--- config.mk ---
export PLATFORM = sky130hd
export DESIGN_NAME = hash_tagger
export DESIGN_NICKNAME = d
export VERILOG_FILES = /design/src/rtl/hash_tagger.sv
export SDC_FILE = /design/constraint.sdc
export NUM_CORES = 2
export LEC_CHECK = 0
export CORE_ASPECT_RATIO = 1.5
export CORE_MARGIN = 2
export CORE_UTILIZATION = 61
export CTS_CLUSTER_DIAMETER = 150
export DETAILED_ROUTE_END_ITERATION = 16
export HOLD_SLACK_MARGIN = 0.03
export PLACE_DENSITY = 0.8
export SYNTH_ARGS = -nofsm -noshare
export SYNTH_HDL_FRONTEND = slang
export SYNTH_SLANG_ARGS = --single-unit
--- constraint.sdc ---
create_clock -name clk -period 7.56 [get_ports clk]
set_input_delay 0.756 -clock clk [delete_from_list [all_inputs] [get_ports clk]]
set_output_delay 0.756 -clock clk [all_outputs]
set_load 0.1 [all_outputs]
--- src/rtl/hash_tagger.sv ---
// Three-stage tuple tagger: attaches an fmix32-style digest, an acceptance serial number
// and the was_joined flag, with valid/ready backpressure and a sticky drained-stream flag.
module hash_tagger #(
  parameter int          INPUT_SIZE  = 64,
  parameter logic [31:0] SEED        = 32'h0,
  parameter logic [63:0] SERIAL_BASE = 64'h0
) (
  input  logic                  clk,
  input  logic                  resetn,
  input  logic [INPUT_SIZE-1:0] in_data,
  input  logic                  in_valid,
  input  logic                  in_was_joined,
  input  logic                  in_last,
  output logic                  in_ready,
  input  logic                  ready_4_output,
  output logic [INPUT_SIZE-1:0] out_data,
  output logic [31:0]           out_tag,
  output logic                  out_valid,
  output logic [63:0]           out_serialnum,
  output logic                  out_last_processed,
  output logic                  out_was_joined
);

  // Handshakes: a transfer happens on a rising clk edge where valid & ready are both high;
  // valid and payload hold steady until that edge, and ready may depend on this cycle's state.

  logic                  v1, v2;
  logic [INPUT_SIZE-1:0] d1, d2;
  logic [31:0]           h1, h2;
  logic [63:0]           s1, s2;
  logic                  j1, j2;
  logic [63:0]           serial_cnt;
  logic                  last_seen;

  logic        adv_o, adv_2, adv_1, accept;
  logic [31:0] key_fold, h1_next, h2_next, tag_next;

  always_comb begin
    key_fold = in_data[31:0] ^ in_data[63:32] ^ SEED;
    h1_next  = (key_fold ^ (key_fold >> 16)) * 32'h85EBCA6B;
    h2_next  = (h1 ^ (h1 >> 13)) * 32'hC2B2AE35;
    tag_next = h2 ^ (h2 >> 16);
  end

  // Each stage may load whenever it is empty or its occupant moves on, so bubbles collapse.
  assign adv_o    = ready_4_output | ~out_valid;
  assign adv_2    = ~v2 | adv_o;
  assign adv_1    = ~v1 | adv_2;
  assign in_ready = resetn & adv_1 & ~last_seen;
  assign accept   = in_valid & in_ready;

  always_ff @(posedge clk or negedge resetn) begin
    if (!resetn) begin
      v1         <= 1'b0;
      d1         <= '0;
      h1         <= '0;
      s1         <= '0;
      j1         <= 1'b0;
      serial_cnt <= SERIAL_BASE;
    end else if (adv_1) begin
      v1 <= accept;
      if (accept) begin
        d1         <= in_data;
        h1         <= h1_next;
        s1         <= serial_cnt;
        j1         <= in_was_joined;
        serial_cnt <= serial_cnt + 64'd1;
      end
    end
  end

  always_ff @(posedge clk or negedge resetn) begin
    if (!resetn) begin
      v2 <= 1'b0;
      d2 <= '0;
      h2 <= '0;
      s2 <= '0;
      j2 <= 1'b0;
    end else if (adv_2) begin
      v2 <= v1;
      if (v1) begin
        d2 <= d1;
        h2 <= h2_next;
        s2 <= s1;
        j2 <= j1;
      end
    end
  end

  always_ff @(posedge clk or negedge resetn) begin
    if (!resetn) begin
      out_valid      <= 1'b0;
      out_data       <= '0;
      out_tag        <= '0;
      out_serialnum  <= '0;
      out_was_joined <= 1'b0;
    end else if (adv_o) begin
      out_valid <= v2;
      if (v2) begin
        out_data       <= d2;
        out_tag        <= tag_next;
        out_serialnum  <= s2;
        out_was_joined <= j2;
      end
    end
  end

  // Done only once the stream has ended and no stage still holds a tuple.
  always_ff @(posedge clk or negedge resetn) begin
    if (!resetn) begin
      last_seen          <= 1'b0;
      out_last_processed <= 1'b0;
    end else begin
      last_seen          <= last_seen | in_last;
      out_last_processed <= out_last_processed | (last_seen & ~v1 & ~v2 & ~out_valid);
    end
  end

endmodule
Word level (Yosys, flattened, before mapping)
Cells that the tools add are included.

word-level totals
  memories = 0
  bits in registers = 552
  input bits = 70
  output and inout bits = 164
  bits in read-only memories = 0
  word-level logic and storage cells = 43
  bits in latches = 0
  bits in writable memories = 0

cells by class
  reductions and logical operators = 3
  add/sub/neg operators = 1
  shifts and indexed selects = 0
  mux-type cells = 0
  bitwise logic cells = 19
  multipliers = 2
  div/mod/pow operators = 0
  equality and inequality tests = 0
  order comparisons = 0

operators with widths
  operator                                                                number
  64-bit by 1-bit adder with 64-bit output (second input constant)        1
  32-bit by 16-bit XOR with 32-bit output                                 2
  32-bit by 31-bit multiplier with 32-bit output (second input constant)  1
  32-bit by 32-bit multiplier with 32-bit output (second input constant)  1
  32-bit by 19-bit XOR with 32-bit output                                 1
  32-bit XOR                                                              1
  1-bit AND                                                               6
  2-bit AND reduction                                                     3
  1-bit OR                                                                5
  1-bit NOT                                                               4

Logic depth before layout (Yosys ltp)
  depth in word-level cells = 8
  depth in mapped cells = 27
  gate-level depth less buffers = 27

Least setup slack after synthesis
No wires, ideal clock.

  kind = input port to flip-flop
  start = input port in_data[56]
  end = register h1[31]
  cell stages on the path = 24
  arrival time = 7.610 ns
  setup time = 0.082 ns
  data required time = 7.478 ns
  path slack = -0.132 ns
  path through = xor2_1 inv_1 xnor2_1 inv_1 fa_1 fa_1 inv_1 fa_1 fa_1 fa_1 inv_1 fa_1 fa_1 inv_1 fa_1 inv_1 ha_1 and3_1 nand4_1 o211a_1 o41ai_2 nand3_1 a21o_1 a31oi_1

on the way
  word-level cells in the longest chain between the ends = 3

ends and longest elaborated chain
  element                                         RTL line  RTL
  start, declared                                 10        input logic [INPUT_SIZE-1:0] in_data,
  32-bit XOR                                      39        key_fold = in_data[31:0] ^ in_data[63:32] ^ SEED;
  32-bit by 16-bit XOR with 32-bit output         40        h1_next = (key_fold ^ (key_fold >> 16)) * 32'h85EBCA6B;
  32-bit by 32-bit multiplier with 32-bit output  40
  end signal, assigned                            64        h1 <= h1_next;
  end, declared                                   29        logic [31:0] h1, h2;

Every way passes these cells.
A chain may end at the register's enable or synchronous reset.

Worst setup path in the final report
  start = input port in_data[40]
  end = register h1[31]

Same word-level chain as after synthesis.

==> flow_summary.ini <==
[status]
status = completed

[global_route]
grt_max_degree = 110
antenna_found_initial = 4
grt_first_pass_wirelength_mm = 157
track_usage_pct = 31.4
grt_pass1_vias = 28900
overflow = 0

[timing]
hold_violations = 0
finalCritPeriodShare_pct = 97.7
skew_ns = 0.0328
fin_crit_ns = 7.39
tightest_slew_ns = 1.13
relSlewSlack_pct = 24.3
drv_slew = 0
max_freq_ghz = 0.135
setup_violations = 0

[finish]
fin_nets = 4935
drive_gt1_share_pct = 18.1
fin_util_pct = 73.8
fillerInstances = 4304
area_growth_pct = 19.4

[setup_path]
critPathRequiredTime_ns = 8.10
r2r-end = h2[25]$_DFFE_PN0P_
endpoint_kind = flip-flop
cpMaxStageDelayCell = fa_1
cp_cell_sequence = clkdlybuf4s50_1, xnor2_4, xnor2_4, inv_2, fa_1, fa_1, inv_1, fa_1, fa_1, fa_1, inv_1, fa_1, fa_1, inv_1, fa_1, inv_1, ha_1, and3_4, nand4_1, o211a_1, o41ai_2, nand3_1, a21o_1, a31oi_1
cp_data_arrival_time_ns = 7.93
start_kind = input port
cp_max_fo = 3
critPathBufInv = 6
worstRegToRegCells = 24
crit_end = h1[31]$_DFFE_PN0P_
path_common_cell = fa_1
crit_family = adder cells
critPathKind = input port to flip-flop
reg2reg_setup_slack_ns = 0.26
path_depth = 24
rr_startpoint = h1[7]$_DFFE_PN0P_
max_stage_delay_ns = 0.56
startpoint = in_data[40]

[routing]
via_count = 26500
dr.pass1.iters = 5
post_drt_via_cell_ratio = 5.35
totalWireLength_mm = 101
drt_iter0_drc = 1161
ant_nets = 0
drt-wirelength-per-cell_um = 20.4
drc = 0

[synth]
netlist.area_leader.share_pct = 35.2
ys_seq_elements = 552
yosysTopAreaCell = dfrtp_1
syn_area_um2 = 39200
yosysSeqAreaShare_pct = 35.2
synth_top_flop_cell = dfrtp_1
synth_cell_type_count = 69
synth_edf_count = 0
synth_area_per_cell_um2 = 11.0
yosys-top-cells-area = dfrtp_1 35%, fa_1 20%, ha_1 12%, mux2_2 8.1%, inv_1 6.8%
syn_nets = 4402
syn_inst = 3565
async_flop_share_pct = 100
yosys_warnings = 0

[cts]
h-tree-depth = 2
cts.path.max_buffers = 3
clk_pin_slew_worst_paths_ns = 0.07
clockRootBuffer = clkbuf_16
numClockSinks = 552
cts_made_buffers = 51
tritoncts = done
clock_latency_ns = 0.61
cts_hold_buf = 0

[die]
coreArea_um2 = 63500
start_util_pct = 61.8
die_w_um = 211
core.rowCount = 113
die_h_um = 315
io_pins = 234
dieArea_um2 = 66400

[hold_path]
worst_hold_path_type = input port to asynchronous set/reset pin

[placed_design]
gp_congestion = 1.03
port_buffers = 233
dpl.hpwl_mm = 81.8

[run]
cap_violations = 0
layout by cell type (no fill, tap or decap), types with 9 or more instances in the layout:
cell type,instances
clkdlybuf4s50_1,227
clkbuf_8,15
o31ai_1,9
fa_1,391
xnor2_1,177
nand3_1,31
nand4_1,12
nor2_1,37
and3_1,22
nand2b_1,9
clkbuf_16,51
xor2_1,72
a21o_1,19
buf_4,321
o21ai_0,76
ha_1,372
a21oi_1,48
dfrtp_1,552
and2_1,10
nand2_1,518
mux2_2,281
inv_1,709
worst min-delay path by stage:
| stage | startpoint | to | slack (ns) | depth (start not counted) |
|---|---|---|---|---|
| 2_1_floorplan | d1[0]$_DFFE_PN0P_ | d1[0]$_DFFE_PN0P_ | 0.44 | 2 |
| 3_3_place_gp | d1[16]$_DFFE_PN0P_ | d1[16]$_DFFE_PN0P_ | 0.45 | 2 |
| 3_5_place_dp | d1[48]$_DFFE_PN0P_ | d1[48]$_DFFE_PN0P_ | 0.46 | 2 |
| 6_report | resetn | out_was_joined$_DFFE_PN0P_ | 0.14 | 1 |
| 5_1_grt | resetn | out_was_joined$_DFFE_PN0P_ | 0.18 | 1 |
| 4_1_cts | resetn | out_was_joined$_DFFE_PN0P_ | 0.15 | 1 |
what timing repair did:
| item | 4_1_cts | 5_1_grt |
|---|---|---|
| setup endpoints to repair | 3 | 10 |
| resized for setup | 3 | 32 |
| pin swaps | 2 | 14 |
| buffers inserted | 0 | 8 |
flip-flops by register name, indices dropped and copies added, names as in the netlist:
signal and count:
h2 32, out_data 64, h1 32, s1 64, out_tag 32, serial_cnt 64
d2 64, j1 1, out_valid 1, out_last_processed 1, last_seen 1, v2 1
s2 64, out_was_joined 1, j2 1, out_serialnum 64, v1 1, d1 64
synth_stat cells (10+ instances only):
master / number
nor2_1: 37
a21o_1: 19
fa_1: 392
xor2_1: 79
and2_1: 10
o21ai_0: 77
a21oi_1: 50
ha_1: 375
clkbuf_1: 73
nand3_1: 31
mux2_2: 281
nand2_1: 520
xnor2_1: 186
inv_1: 712
dfrtp_1: 552
and3_1: 24
nand4_1: 12
routing by layer:
metal / vias to the layer above / GRT usage [%] / share of wire, %
met1: 13300 / 32.1 / 34
met2: 654 / 57.3 / 53
met3: 349 / 3.85 / 3.1
met5: - / 0 / 0
li1: 12200 / - / -
met4: 0 / 25.3 / 9.7
final cells by class:
cell class	instances	area [um^2]	share of cell area (%)
Inverter	713	2680	5.72
Timing Repair Buffer	560	4880	10.4
Clock inverter	20	248	0.529
Sequential cell	552	13800	29.5
Tap cell	805	1010	2.15
Clock buffer	69	1490	3.19
Multi-Input combinational cell	2220	22700	48.5
Antenna cell	4	10.0	0.0214
metrics by stage:
step	instance area [um^2]	hold slack, ns	setup WS, ns	std cells	TNS, ns
after floorplan	39300	0.442	0.0537	3565	0
after global placement	44800	0.453	-0.688	4842	-6.39
after detailed placement	44800	0.459	-0.812	4842	-9.06
after CTS	46600	0.145	0.0660	4931	0
after global routing	46800	0.184	-0.0528	4943	-0.0823
final	46800	0.144	0.171	4943	0
cells by family after synthesis:
family          after synthesis  share of synthesized area, %
simple gates                695                          7.67
mux                         283                          8.12
compound gates              210                          3.49
buf+inv                     793                          7.59
xor+xnor                    265                          5.92
fa+ha+maj                   767                          32.0
flops                       552                          35.2
Power is not shown: default switching activity piles up to over one toggle a cycle in this logic, so the estimate is an artifact.
